===== config.mk =====
export PLATFORM = sky130hd
export DESIGN_NAME = div_ratio_detector
export DESIGN_NICKNAME = d
export VERILOG_FILES = /design/src/rtl/div_ratio_detector.sv
export SDC_FILE = /design/constraint.sdc
export NUM_CORES = 1
export LEC_CHECK = 0
export ABC_AREA = 1
export CAP_MARGIN = 25
export CORE_MARGIN = 4
export CORE_UTILIZATION = 44
export CTS_CLUSTER_DIAMETER = 50
export DETAILED_ROUTE_END_ITERATION = 10
export RECOVER_POWER = 50
export SLEW_MARGIN = 20
export SYNTH_ARGS = -nofsm -noshare
export SYNTH_HDL_FRONTEND = slang
export SYNTH_SLANG_ARGS = --single-unit
export TNS_END_PERCENT = 10

===== constraint.sdc =====
create_clock -name clk -period 1.9 [get_ports clk]
set_input_delay 0.285 -clock clk [delete_from_list [all_inputs] [get_ports clk]]
set_output_delay 0.285 -clock clk [all_outputs]
set_load 0.01 [all_outputs]

===== src/rtl/div_ratio_detector.sv =====
// Measures the period and high time of an asynchronous divided clock in clk
// cycles, reporting lock after LOCK_N identical periods and a stall timeout.
module div_ratio_detector #(
  parameter int CNT_W  = 5,
  parameter int LOCK_N = 2
) (
  input  logic             clk,
  input  logic             reset,
  input  logic             div_in,
  output logic [CNT_W-1:0] period,
  output logic [CNT_W-1:0] high_time,
  output logic             valid,
  output logic             locked,
  output logic             timeout
);

  localparam logic [CNT_W-1:0] CNT_MAX = '1;
  localparam logic [CNT_W-1:0] CNT_ONE = CNT_W'(1);
  localparam int               MATCH_W = $clog2(LOCK_N + 1) + 1;
  localparam logic [MATCH_W-1:0] MATCH_SAT = MATCH_W'(LOCK_N);
  localparam logic [MATCH_W-1:0] MATCH_ONE = MATCH_W'(1);

  typedef enum logic [1:0] {
    IDLE,
    ARMED,
    MEASURE
  } state_t;

  state_t r_state;
  state_t w_state_nxt;

  logic r_s1;
  logic r_s2;
  logic r_s3;
  logic w_rise;
  logic w_fall;

  logic [CNT_W-1:0]   r_per_cnt;
  logic [CNT_W-1:0]   r_high_cnt;
  logic [CNT_W-1:0]   w_per_cnt_nxt;
  logic [CNT_W-1:0]   w_high_cnt_nxt;
  logic               w_per_sat;

  logic [CNT_W-1:0]   r_period;
  logic [CNT_W-1:0]   r_high_time;
  logic               r_valid;
  logic               r_locked;
  logic               r_timeout;

  logic [MATCH_W-1:0] r_match;
  logic [MATCH_W-1:0] w_match_nxt;
  logic               w_capture;
  logic               w_timeout_evt;

  assign w_rise    = r_s2 & ~r_s3;
  assign w_fall    = ~r_s2 & r_s3;
  assign w_per_sat = (r_per_cnt == CNT_MAX);

  always_comb begin
    w_per_cnt_nxt  = r_per_cnt;
    w_high_cnt_nxt = r_high_cnt;
    if (w_rise) begin
      w_per_cnt_nxt  = CNT_ONE;
      w_high_cnt_nxt = CNT_ONE;
    end else begin
      if (!w_per_sat) begin
        w_per_cnt_nxt = r_per_cnt + 1'b1;
      end
      // After the fall the high count freezes until the next rise reloads it.
      if (r_s2 && !w_fall && (r_high_cnt != CNT_MAX)) begin
        w_high_cnt_nxt = r_high_cnt + 1'b1;
      end
    end
  end

  always_comb begin
    w_state_nxt   = r_state;
    w_capture     = 1'b0;
    w_timeout_evt = 1'b0;
    case (r_state)
      IDLE: begin
        if (w_rise) begin
          w_state_nxt = ARMED;
        end
      end
      ARMED, MEASURE: begin
        // A rise on the saturating cycle still counts as a valid capture.
        if (w_rise) begin
          w_state_nxt = MEASURE;
          w_capture   = 1'b1;
        end else if (w_per_sat) begin
          w_state_nxt   = IDLE;
          w_timeout_evt = 1'b1;
        end
      end
      default: begin
        w_state_nxt = IDLE;
      end
    endcase
  end

  always_comb begin
    w_match_nxt = MATCH_ONE;
    if ((r_match != '0) && (r_per_cnt == r_period)) begin
      w_match_nxt = (r_match == MATCH_SAT) ? r_match : r_match + 1'b1;
    end
  end

  always_ff @(posedge clk or negedge reset) begin
    if (!reset) begin
      r_s1       <= 1'b0;
      r_s2       <= 1'b0;
      r_s3       <= 1'b0;
      r_state    <= IDLE;
      r_per_cnt  <= '0;
      r_high_cnt <= '0;
    end else begin
      r_s1       <= div_in;
      r_s2       <= r_s1;
      r_s3       <= r_s2;
      r_state    <= w_state_nxt;
      r_per_cnt  <= w_per_cnt_nxt;
      r_high_cnt <= w_high_cnt_nxt;
    end
  end

  always_ff @(posedge clk or negedge reset) begin
    if (!reset) begin
      r_period    <= '0;
      r_high_time <= '0;
      r_valid     <= 1'b0;
      r_locked    <= 1'b0;
      r_timeout   <= 1'b0;
      r_match     <= '0;
    end else begin
      r_valid <= w_capture;
      if (w_capture) begin
        r_period    <= r_per_cnt;
        r_high_time <= r_high_cnt;
        r_match     <= w_match_nxt;
        r_locked    <= (w_match_nxt >= MATCH_SAT);
      end else if (w_timeout_evt) begin
        r_match  <= '0;
        r_locked <= 1'b0;
      end
      if (w_timeout_evt) begin
        r_timeout <= 1'b1;
      end else if (w_rise) begin
        r_timeout <= 1'b0;
      end
    end
  end

  assign period    = r_period;
  assign high_time = r_high_time;
  assign valid     = r_valid;
  assign locked    = r_locked;
  assign timeout   = r_timeout;

endmodule

Word-level counts from Yosys, hierarchy flattened
Cells that the tools add are included.
Cells by class
  add/sub/neg operators: 3
  $lt $le $gt $ge: 1
  eq/ne operators: 9
  muxes and demuxes: 21
  bitwise operators: 4
  reductions and logical operators: 11
Operators with widths (number)
  5-bit two-way mux: 4
  3-bit two-way mux: 4
  5-bit by 1-bit adder with 5-bit output, second input constant: 2
  1-bit two-way mux: 9
  2-bit two-way mux: 3
  2-bit nonzero test: 3
  5-bit equality test: 1
  5-bit equality test, second input constant: 1
  5-bit != test, second input constant: 1
  2-bit != test, second input constant: 2
  2-bit case mux with 2 select lines: 1
  3-bit by 1-bit adder with 3-bit output, second input constant: 1
  3-bit by 2-bit equality test with 1-bit output, second input constant: 1
  3-bit by 2-bit greater-or-equal comparator with 1-bit output, second input constant: 1
  1-bit logical AND: 3
  3-bit != test, second input constant: 1
  3-bit nonzero test: 1
  1-bit AND: 2
  2-bit by 1-bit equality test with 1-bit output, second input constant: 1
  2-bit equality test, second input constant: 1
  2-bit zero test: 1
  1-bit NOT: 2
  2-bit AND reduction: 1
  2-bit OR reduction: 1
  1-bit zero test: 1
Word-level totals
  flip-flop bits (word level): 31
  output and inout bits: 13
  word-level logic and storage cells: 61

Longest topological paths before layout
  word-level depth: 7
  mapped depth: 10
  depth with buffers taken out: 9

Worst setup path after synthesis
OpenSTA, ideal clock, no wires.
  path kind: register to register
  start: reg r_high_cnt[0]
  end: reg r_high_cnt[3]
  setup time: 0.123 ns
  arrival: 1.370 ns
  slack: 0.406 ns
  cell stages (with the launch flop): 9
  period minus slack after synthesis: 1.494 ns
  path through: dfrtp_1 -> ha_1 -> inv_1 -> nor3_1 -> ha_1 -> nor2_4 -> nand4_1 -> o21ai_0 -> a21oi_1
Between the ends
  longest elaborated chain between the ends: 3
  elaborated cells on any way between the ends: 6
Ends and longest elaborated chain
  start: declaration: line 39  | logic [CNT_W-1:0] r_high_cnt;
  start signal: assignment: line 123  | r_high_cnt <= w_high_cnt_nxt;
  5-bit by 1-bit adder with 5-bit output or 5-bit != test (tied branches): line 71, 70
  5-bit two-way mux or 1-bit logical AND (tied branches): line 70  | if (r_s2 && !w_fall && (r_high_cnt != CNT_MAX)) begin
  5-bit two-way mux or 2-bit nonzero test (tied branches)
Several ways; a longest one is shown, not always the timed one. The select of a mux whose other input is x is not followed.
A chain may end at the register's enable or synchronous reset.

Worst setup path in the final report
  start: reg r_per_cnt[0]
  end: reg r_match[0]
Between the ends
  longest elaborated chain between the ends: 5
  elaborated cells on any way between the ends: 9
Ends and longest elaborated chain
  start: declaration: line 38  | logic [CNT_W-1:0] r_per_cnt;
  start signal: assignment: line 122  | r_per_cnt <= w_per_cnt_nxt;
  5-bit equality test: line 57  | assign w_per_sat = (r_per_cnt == CNT_MAX);
  1-bit two-way mux: line 91  | end else if (w_per_sat) begin
  1-bit two-way mux: line 88  | if (w_rise) begin
  1-bit two-way mux: line 80  | case (r_state)
  2-bit nonzero test (no source line)
  end signal: assignment: line 140  | r_match <= w_match_nxt;
  end: declaration: line 50  | logic [MATCH_W-1:0] r_match;
Several ways; a longest one is shown, not always the timed one.

==> flow_summary_export.csv <==
group,metric,value,unit
run_status,status,"finished clean",
clock_tree,cts.clk_slew.worst_paths,0.10,ns
worst_hold_path,worstHoldPathCells,0,
power_and_ir_drop,p_int,0.00149,W
logic_synthesis,syn_nets,185,
power_and_ir_drop,p_sw_share,35.1,%
logic_synthesis,synth.area.top_cells,"dfrtp_1 53%, nand2_1 12%, inv_1 7.1%",
worst_setup_path,reg2regPathDepth,9,
worst_setup_path,critical_path_required,2.14,ns
worst_setup_path,start_kind,"flop",
logic_synthesis,synthCells,174,
clock_tree,numClockSinks,31,
floorplanning,die_area,0.00434,mm²
floorplanning,initial_utilization,47.1,%
grt,grt_pass1_wl,4.99,mm
sta,max_freq,601,MHz
clock_tree,cts_made_buffers,5,
logic_synthesis,syn_area,0.00147,mm²
logic_synthesis,synth.largest_area_cell,"dfrtp_1",
floorplanning,core,0.00313,mm²
power_and_ir_drop,combPwrFrac,34.2,%
placement,io_buffers,15,
grt,antenna_found_initial,0,
sta,skew,0.00781,ns
clock_tree,cts-root-buf,"clkbuf_4",
floorplanning,dieWidth,65.9,µm
sta,period_share,87.6,%
logic_synthesis,synth_top_area_share,52.7,%
sta,worstMarginPinSlew,0.771,ns
routing,drc,0,
clock_tree,post_cts.repair.setup_buffers,0,
clock_tree,cts_max_level,2,
routing,ant_nets,0,
floorplanning,io_pins,16,
sta,period_minus_slack,1.66,ns
power_and_ir_drop,power_frac_clock,24.0,%
routing,routed_via_density,4.91,
worst_setup_path,crit_path_max_fanout,10,
routing,route.vias.total,1174,
job,drv_cap,0,
routing,drtPass1Iterations,4,
logic_synthesis,synth-seq-cells,31,
sta,whs,0.364,ns
power_and_ir_drop,p_leak,0.903,nW
layout,drive_gt1_share,7.69,%
power_and_ir_drop,p_sw,0.000807,W
logic_synthesis,avgSynthCellArea,8.46,µm²
sta,slew_headroom,48.6,%
layout,nNetsFinal,205,
worst_setup_path,worst-setup-path-type,"reg -> reg",
sta,hold_viol_final,0,
clock_tree,cts_tree,"yes",
placement,place_congestion,0.819,
layout,diodes,0,
grt,grt.total_usage,15.3,%
sta,setup_violations,0,
power_and_ir_drop,power_density,1310,mW/mm²
worst_hold_path,hold_path_end,"r_s2",
grt,grt_pass1_vias,1108,
logic_synthesis,ys.warnings.count,0,
clock_tree,postCtsResizedCells,0,
worst_setup_path,end_kind,"flop",
power_and_ir_drop,vdd_drop_max,613,µV
sta,setup-tns-final,0,ns
worst_hold_path,worstHoldStart,"r_s1",
sta,rsz0062_at_grt,"false",
clock_tree,cts_buffer_depth,2,
placement,dp.cells,231,
clock_tree,worstSkewPairLatency,0.34,ns
worst_hold_path,hold_class,"reg -> reg",
clock_tree,cts_hold_buffers,0,
routing,drtIter0Drc,64,
sta,timing.final.max_slew_violations,0,
logic_synthesis,ys_seq_area_share,52.7,%
floorplanning,rows,20,
logic_synthesis,ys_types,20,
worst_setup_path,r2r-end,"r_match[0]",
placement,dpl_cell_area,0.00167,mm²
grt,grt_max_degree,32,
grt,grt_remaining_overflow,0,
floorplanning,die_y,65.9,µm
routing,totalWireLength,2.83,mm
worst_setup_path,r2r_slack,0.24,ns
layout,final_cells,239,
layout,area_growth,18.9,%
placement,dp_hpwl,1.99,mm
worst_setup_path,crit_arrival,1.90,ns
layout,fin_area,0.00175,mm²
power_and_ir_drop,seq_power_share,41.8,%
routing,detail_route.wl_per_cell,11.9,µm
worst_setup_path,reg2reg_from,"r_per_cnt[0]",
[synthesized netlist by cell type]
| cell type | n |
|---|---|
| a21oi_1 | 5 |
| a22oi_1 | 1 |
| a31oi_1 | 1 |
| buf_2 | 3 |
| buf_4 | 1 |
| dfrtp_1 | 31 |
| ha_1 | 8 |
| inv_1 | 28 |
| inv_2 | 2 |
| nand2_1 | 46 |
| nand3_1 | 8 |
| nand3_2 | 1 |
| nand4_1 | 4 |
| nor2_1 | 9 |
| nor2_4 | 1 |
| nor3_1 | 5 |
| nor4_1 | 1 |
| o21ai_0 | 17 |
| o21ai_1 | 1 |
| o21ai_2 | 1 |
[worst max path at each step]
stage / startpoint / to / slack [ns] / cells past startpoint
floorplan: r_high_cnt[0] / r_high_cnt[3] / 0.41 / 8
global route: r_per_cnt[1] / r_match[0] / 0.04 / 9
CTS: r_per_cnt[1] / r_match[0] / 0.20 / 9
finish: r_per_cnt[0] / r_match[0] / 0.24 / 9
detailed placement: r_per_cnt[1] / r_match[0] / 0.21 / 9
global placement: r_high_cnt[1] / r_high_cnt[2] / 0.29 / 9
[logic make-up after synthesis]
family | count (synthesis) | synth area share [%]
and+or+nand+nor | 75 | 22.0
buffers and inverters | 34 | 9.18
adders and majority gates | 8 | 6.80
DFF | 31 | 52.7
AOI/OAI and AO/OA | 26 | 9.35
[power by group through the flow]
stage / sequential [W] / clock, W / combinational (W)
after global routing: 0.000991 / 0.000597 / 0.000899
after global placement: 0.000965 / 0 / 0.000785
after floorplan: 0.000989 / 0 / 0.000467
final: 0.000960 / 0.000551 / 0.000785
after CTS: 0.000962 / 0.000558 / 0.000801
after detailed placement: 0.000975 / 0 / 0.000797
[worst max-delay path, stage by stage, from the launching register on]
cell and delay [ns]:
dfrtp_1 0.40, ha_1 0.18, inv_1 0.05, nor3_1 0.19
ha_2 0.33, nand2_1 0.12, nand2_1 0.11, o21ai_0 0.09
nand2_1 0.07, nand2_1 0.05
[stage by stage]
step                total power [W]  worst slack, ns  util (%)
floorplan                   0.00146            0.406         -
global placement            0.00175            0.290      53.4
detailed placement          0.00177            0.211      53.4
CTS                         0.00232            0.199      56.2
global route                0.00249           0.0445      56.0
finish                      0.00229            0.235      56.0
[final cells by class]
type / count / area, µm²
inverter: 30 / 113
timing repair buffer: 17 / 163
clock inverter: 2 / 35.0
clock buffer: 6 / 51.3
fill: 297 / 1380
multi-input combinational: 109 / 559
tap: 44 / 55.1
sequential: 31 / 776
[flip-flops by register name (all words and copies together) (netlist names)]
register / count
r_s3: 1
r_high_cnt: 5
r_per_cnt: 5
timeout: 1
r_state: 2
high_time: 5
r_s2: 1
valid: 1
r_s1: 1
period: 5
locked: 1
r_match: 3
[layout by cell type (no fill, tap or decap)]
cell type / synthesis / final
a21oi_1: 5 / 5
a22oi_1: 1 / 1
a31oi_1: 1 / 1
buf_4: 1 / 1
bufinv_16: 0 / 1
clkbuf_2: 0 / 1
clkbuf_4: 0 / 5
clkbuf_8: 0 / 1
clkdlybuf4s50_1: 0 / 13
clkinv_2: 0 / 1
dfrtp_1: 31 / 31
dlygate4sd3_1: 0 / 2
ha_1: 8 / 7
ha_2: 0 / 1
inv_1: 28 / 28
inv_2: 2 / 2
nand2_1: 46 / 46
nand3_1: 8 / 9
nand4_1: 4 / 4
nor2_1: 9 / 9
nor2_4: 1 / 1
nor3_1: 5 / 5
nor4_1: 1 / 1
o21ai_0: 17 / 18
o21ai_2: 1 / 1
[layer usage]
metal | track usage (%) | share of wire (%) | vias to the layer above
met1 | 20.8 | 50 | 555
met4 | 6.99 | 2.4 | 0
met3 | 4.25 | 3.5 | 10
met2 | 22.5 | 44 | 15
met5 | 0 | 0 | -
li1 | - | - | 594
(Power assumes the default switching activity.)
